==> src/rtl/systolic_array_param.sv <==
// Output-stationary NxN systolic matrix multiplier: streams A columns and B rows in,
// skews them internally, drains the wavefront, then emits C one row per cycle.
module systolic_array_param #(
  parameter  int N      = 4,
  parameter  int DW     = 8,
  parameter  int SIGNED = 0,
  localparam int AW     = 2*DW + $clog2(N)
) (
  input  logic            clk,
  input  logic            reset,
  input  logic            valid_in,
  output logic            in_ready,
  input  logic [N*DW-1:0] matrix_a_in,
  input  logic [N*DW-1:0] matrix_b_in,
  output logic            valid_out,
  output logic [N*AW-1:0] matrix_c_out,
  output logic            last_out
);

  localparam int CW = $clog2(2*N);
  localparam logic [CW-1:0] LAST_IDX   = CW'(N-1);
  localparam logic [CW-1:0] DRAIN_LAST = CW'(2*N-3);

  typedef enum logic [1:0] {IDLE, LOAD, DRAIN, OUT} state_t;

  state_t        state, state_next;
  logic [CW-1:0] cnt, cnt_next;
  logic          advance;
  logic          drain;
  logic          clear;

  logic [DW-1:0] a_feed [N];
  logic [DW-1:0] b_feed [N];
  logic [DW-1:0] a_edge [N];
  logic [DW-1:0] b_edge [N];
  logic [DW-1:0] a_pass [N][N-1];
  logic [DW-1:0] b_pass [N-1][N];
  logic [AW-1:0] acc_arr [N][N];

  always_ff @(posedge clk) begin
    if (!reset) begin
      state <= IDLE;
      cnt   <= '0;
    end else begin
      state <= state_next;
      cnt   <= cnt_next;
    end
  end

  // cnt counts accepted beats in LOAD, drain cycles in DRAIN and the row index in OUT
  always_comb begin
    state_next = state;
    cnt_next   = cnt;
    in_ready   = 1'b0;
    advance    = 1'b0;
    drain      = 1'b0;
    clear      = 1'b0;
    valid_out  = 1'b0;
    last_out   = 1'b0;
    case (state)
      IDLE: begin
        in_ready = 1'b1;
        if (valid_in) begin
          advance    = 1'b1;
          state_next = LOAD;
          cnt_next   = CW'(1);
        end
      end
      LOAD: begin
        in_ready = 1'b1;
        if (valid_in) begin
          advance = 1'b1;
          if (cnt == LAST_IDX) begin
            state_next = DRAIN;
            cnt_next   = '0;
          end else begin
            cnt_next = cnt + CW'(1);
          end
        end
      end
      DRAIN: begin
        advance = 1'b1;
        drain   = 1'b1;
        if (cnt == DRAIN_LAST) begin
          state_next = OUT;
          cnt_next   = '0;
        end else begin
          cnt_next = cnt + CW'(1);
        end
      end
      OUT: begin
        valid_out = 1'b1;
        if (cnt == LAST_IDX) begin
          last_out   = 1'b1;
          clear      = 1'b1;
          state_next = IDLE;
          cnt_next   = '0;
        end else begin
          cnt_next = cnt + CW'(1);
        end
      end
      default: state_next = IDLE;
    endcase
  end

  // A row i and B column j pass through i (resp. j) skew stages before entering the grid
  for (genvar i = 0; i < N; i++) begin : g_skew
    assign a_feed[i] = drain ? '0 : matrix_a_in[i*DW +: DW];
    assign b_feed[i] = drain ? '0 : matrix_b_in[i*DW +: DW];
    if (i == 0) begin : g_direct
      assign a_edge[i] = a_feed[i];
      assign b_edge[i] = b_feed[i];
    end else begin : g_delay
      logic [DW-1:0] a_sr [i];
      logic [DW-1:0] b_sr [i];
      always_ff @(posedge clk) begin
        if (!reset || clear) begin
          for (int d = 0; d < i; d++) begin
            a_sr[d] <= '0;
            b_sr[d] <= '0;
          end
        end else if (advance) begin
          a_sr[0] <= a_feed[i];
          b_sr[0] <= b_feed[i];
          for (int d = 1; d < i; d++) begin
            a_sr[d] <= a_sr[d-1];
            b_sr[d] <= b_sr[d-1];
          end
        end
      end
      assign a_edge[i] = a_sr[i-1];
      assign b_edge[i] = b_sr[i-1];
    end
  end

  for (genvar i = 0; i < N; i++) begin : g_row
    for (genvar j = 0; j < N; j++) begin : g_pe
      logic [DW-1:0] op_a, op_b;
      logic [AW-1:0] prod;
      logic [AW-1:0] acc_q;

      if (j == 0) begin : g_a_edge
        assign op_a = a_edge[i];
      end else begin : g_a_nbr
        assign op_a = a_pass[i][j-1];
      end
      if (i == 0) begin : g_b_edge
        assign op_b = b_edge[j];
      end else begin : g_b_nbr
        assign op_b = b_pass[i-1][j];
      end

      if (SIGNED != 0) begin : g_smul
        logic signed [2*DW-1:0] p;
        assign p    = $signed(op_a) * $signed(op_b);
        assign prod = {{(AW-2*DW){p[2*DW-1]}}, p};
      end else begin : g_umul
        logic [2*DW-1:0] p;
        assign p    = op_a * op_b;
        assign prod = {{(AW-2*DW){1'b0}}, p};
      end

      always_ff @(posedge clk) begin
        if (!reset || clear) begin
          acc_q <= '0;
        end else if (advance) begin
          acc_q <= acc_q + prod;
        end
      end
      assign acc_arr[i][j] = acc_q;

      // Operand forwarding registers exist only where a neighbour consumes them
      if (j < N-1) begin : g_a_reg
        logic [DW-1:0] a_q;
        always_ff @(posedge clk) begin
          if (!reset || clear) begin
            a_q <= '0;
          end else if (advance) begin
            a_q <= op_a;
          end
        end
        assign a_pass[i][j] = a_q;
      end
      if (i < N-1) begin : g_b_reg
        logic [DW-1:0] b_q;
        always_ff @(posedge clk) begin
          if (!reset || clear) begin
            b_q <= '0;
          end else if (advance) begin
            b_q <= op_b;
          end
        end
        assign b_pass[i][j] = b_q;
      end
    end
  end

  always_comb begin
    matrix_c_out = '0;
    if (state == OUT) begin
      for (int r = 0; r < N; r++) begin
        if (cnt == CW'(r)) begin
          for (int c = 0; c < N; c++) begin
            matrix_c_out[c*AW +: AW] = acc_arr[r][c];
          end
        end
      end
    end
  end

endmodule

==> config.mk <==
export PLATFORM = sky130hd
export DESIGN_NAME = systolic_array_param
export DESIGN_NICKNAME = d
export VERILOG_FILES = /design/src/rtl/systolic_array_param.sv
export SDC_FILE = /design/constraint.sdc
export NUM_CORES = 2
export LEC_CHECK = 0
export ABC_AREA = 1
export BUFFER_PORTS_ARGS = -buffer_cell sky130_fd_sc_hd__buf_2
export CAP_MARGIN = 20
export CORE_ASPECT_RATIO = 1.4
export CORE_MARGIN = 2
export CORE_UTILIZATION = 60
export DETAILED_ROUTE_END_ITERATION = 12
export HOLD_SLACK_MARGIN = 0.12
export PLACE_DENSITY_LB_ADDON = 0.05
export SLEW_MARGIN = 40
export SYNTH_ARGS = -nofsm -noshare
export SYNTH_HDL_FRONTEND = slang
export SYNTH_SLANG_ARGS = --single-unit
==> constraint.sdc <==
create_clock -name clk -period 13.5 [get_ports clk]
set_clock_uncertainty 0.05 [all_clocks]
set_input_delay 2.025 -clock clk [delete_from_list [all_inputs] [get_ports clk]]
set_output_delay 2.025 -clock clk [all_outputs]
set_load 0.005 [all_outputs]
==> flow_summary.toml <==
[final_layout]
fin_area_mm2 = 0.07165
final_nets = 11126
drive_gt1_share_pct = 2.959
fill_cells = 10623
n_antenna_cell = 0
area_growth_syn_to_layout_pct = 5.016

[route]
drc = 0
via_per_inst = 5.176
firstDrtPassIters = 11
dr_wl_met3_um = 9453
dr_wl_met2_um = 97790
antenna_left = 0
wl_met1_um = 73540
post_drt_wl_per_cell_um = 17.68
vias = 57681
highest_layer = "met4"
wirelength_um = 197100
drt_iter0_drc = 3415

[clock_network]
postCtsHoldBufs = 0
cts_sinks = 581
numCtsBuffers = 68
cts_root_buffer = "clkbuf_16"
postCtsResizedCells = 0
worstSkewPairLatency_ns = 0.68
clkTransAtPathRegs_ns = 0.06
cts_tree = "yes"
htree_num_levels = 3
post_cts_buffers = 0
clock_path_buffers = 3

[synth]
seq_area_frac_synth_pct = 18.46
yosysWarnings = 0
synth.top_cell.area_share_pct = 23.47
synth_top_area_cell = "fa_1"
synthArstFlopShare_pct = 0
synth-edff-count = 96
syn_avg_cell_area_um2 = 6.972
ys.flop_type = "dfxtp_1"
synthesis.nets = 11302
syn-cell-area_mm2 = 0.06822
synthTopCellsByArea = "fa_1 23%, inv_1 17%, nand2_1 15%, dfxtp_1 14%, ha_1 12%"
synth_seq_cells = 581
postSynthCellCount = 9785
ys_types = 32

[global_routing]
track_usage_pct = 34.93
grt_max_degree = 140
grt-ovfl-total = 0
grt_pass1_wl_um = 313700
grt_pass1_vias = 59065
antenna_found_initial = 2

[die]
die_w_um = 289.0
core_mm2 = 0.1129
die_h_um = 403.0
io_pins = 142
rows = 146
die_area_mm2 = 0.1165
initial_utilization_pct = 60.43

[setup_path]
required_ns = 11.43
cp.arrival_ns = 4.10
crit_fanout = 66
reg2reg_to = "g_row[0].g_pe[0].acc_q[16]$_SDFFE_PP0P_"
cp-start-kind = "flip-flop"
r2r_start = "state[0]$_SDFFE_PN0P_"
rrSetupSlack_ns = 7.69
critPathKind = "flip-flop to primary output"
worstRegToRegCells = 21
end_kind = "primary output"

[timing]
fmax_mhz = 161.9
rsz0062_at_grt = "no"
finalSetupTns_ns = 0
setup_viol = 0
slew_violations = 0
hold-worst-slack_ns = 0.4001
timing_worst_slew_pin_value_ns = 0.8805
max-slew-margin-rel_pct = 41.30
final-hold-violation-count = 0
period_needed_ns = 6.176
post-route-period-util_pct = 45.75

[pwr]
total_power_mw = 7.164
p_leak_nw = 42.71
powerDensity_mw_per_mm2 = 100.0
vdd_drop_max_mv = 0.1208
seqPwrFrac_pct = 34.7
combPwrFrac_pct = 38.1
p_switching_mw = 3.185
swShare_pct = 44.45
clock_power_share_pct = 27.1
p_int_mw = 3.980

[placement]
dp_hpwl_um = 158200
gp_congestion = 0.9689
io_buffer_count = 141
place_area_mm2 = 0.06939

[status]
status = "finished clean"

[min_path]
min-delay-path-class = "flip-flop to flip-flop"
hold_depth = 2
holdCritStartpoint = "g_row[3].g_pe[1].acc_q[12]$_SDFFE_PP0P_"
whs_endpoint = "g_row[3].g_pe[1].acc_q[12]$_SDFFE_PP0P_"

[job]
max-cap-violations = 0
==> critical path, cell delays in order, from the launching register on <==
cell,delay [ns]
dfxtp_1,0.39
inv_1,0.08
ha_1,0.25
nand2_4,0.30
buf_4,0.65
buf_4,0.68
nand3_1,0.15
o211ai_1,0.27
o21ai_0,0.27
buf_2,0.19
==> routing by layer <==
layer,vias to the layer above,GRT usage [%]
met5,-,0
met4,0,24.43
met3,535,3.286
met2,1641,61.73
met1,27497,39.36
li1,28008,-
==> flip-flops by register name, summed over array words and instances (netlist names) <==
register and flops:
g_skew.g_delay.a_sr 48, g_skew.g_delay.b_sr 48, g_row.g_pe.acc_q 288, g_row.g_pe.g_a_reg.a_q 96
state 2, cnt 3, g_row.g_pe.g_b_reg.b_q 96
==> power by group through the flow <==
stage	clock network [mW]	registers (mW)	logic [mW]
2_1_floorplan	0	2.10	2.16
4_1_cts	1.98	2.48	2.74
3_3_place_gp	0	2.52	2.68
5_1_grt	2.03	2.51	3.12
6_report	1.94	2.49	2.73
3_5_place_dp	0	2.51	2.71
==> synthesized netlist by cell type, types with 2 or more instances <==
cell	number
inv_1	3015
nand2_1	2675
fa_1	800
ha_1	650
dfxtp_1	485
nand3_1	422
nor2_1	396
o21ai_0	328
clkbuf_1	299
a21oi_1	160
o22ai_1	129
buf_2	100
edfxtp_1	96
o211ai_1	72
nand3b_1	32
nand4_1	32
xor2_1	22
nor3_1	15
a22o_1	12
o21bai_1	11
xnor2_1	9
o21ai_1	8
buf_1	4
buf_4	3
inv_2	2
nand2_2	2
==> area by class of cell <==
class                   count  area [µm²]  area share (%)
clock buffers              88        1869           2.609
clock inverters            38       381.6          0.5326
inverters                3018       11340           15.83
multi-input cells        5780       42680           59.57
flip-flops and latches    581       12590           17.58
well taps                1480        1852           2.585
repair buffers            160       927.1           1.294
==> worst max-delay path by stage <==
stage                         from                                 endpoint  slack, ns  cells after the start
6_report       cnt[0]$_SDFFE_PN0P_                          matrix_c_out[2]       7.32                      9
4_1_cts        cnt[0]$_SDFFE_PN0P_                         matrix_c_out[30]       7.38                      9
3_5_place_dp        matrix_b_in[1]  g_row[0].g_pe[0].acc_q[16]$_SDFFE_PP0P_       7.31                     21
5_1_grt        cnt[0]$_SDFFE_PN0P_                          matrix_c_out[2]       7.21                      9
3_3_place_gp        matrix_b_in[1]  g_row[0].g_pe[0].acc_q[16]$_SDFFE_PP0P_       7.29                     21
2_1_floorplan       matrix_b_in[1]  g_row[0].g_pe[0].acc_q[15]$_SDFFE_PP0P_       7.95                     18
==> cells in the final DEF, fill, tap and decap left out, types with 2 or more instances in the layout <==
cell type	count
clkinv_2	11
nor2_4	5
nand2_2	3
clkinv_1	3
clkinvlp_4	3
a22o_1	12
buf_12	2
clkbuf_1	13
inv_6	10
xnor2_1	9
nand3_1	422
xor2_1	22
nor2_1	393
nor3_1	15
inv_8	2
dfxtp_1	485
clkbuf_8	5
ha_1	650
buf_2	141
bufinv_16	5
o21ai_0	328
nand3b_1	32
o21bai_1	11
nand2_1	2673
o211ai_1	72
clkinv_4	6
fa_1	800
o22ai_1	129
edfxtp_1	96
buf_6	9
inv_1	3013
inv_2	2
nand4_1	32
buf_4	7
clkbuf_16	70
o21ai_1	8
a21oi_1	160
==> kinds of logic after synthesis <==
logic type / Yosys count / synth area share (%)
AND/OR/NAND/NOR: 3577 / 20.80
buffers and inverters: 3424 / 19.04
adder cells (fa/ha/maj): 1450 / 35.40
AO/OA/AOI/OAI: 722 / 5.911
flip-flops: 581 / 18.46
XOR/XNOR: 31 / 0.3980
==> stage by stage <==
step,utilization (%),setup WS (ns),std cells
after floorplan,-,7.952,9785
after global placement,61.42,7.291,11018
after detailed placement,61.46,7.310,11019
after CTS,63.46,7.377,11145
after global routing,63.46,7.205,11145
final,63.46,7.324,11145
Power figures use the tool's default switching activity.
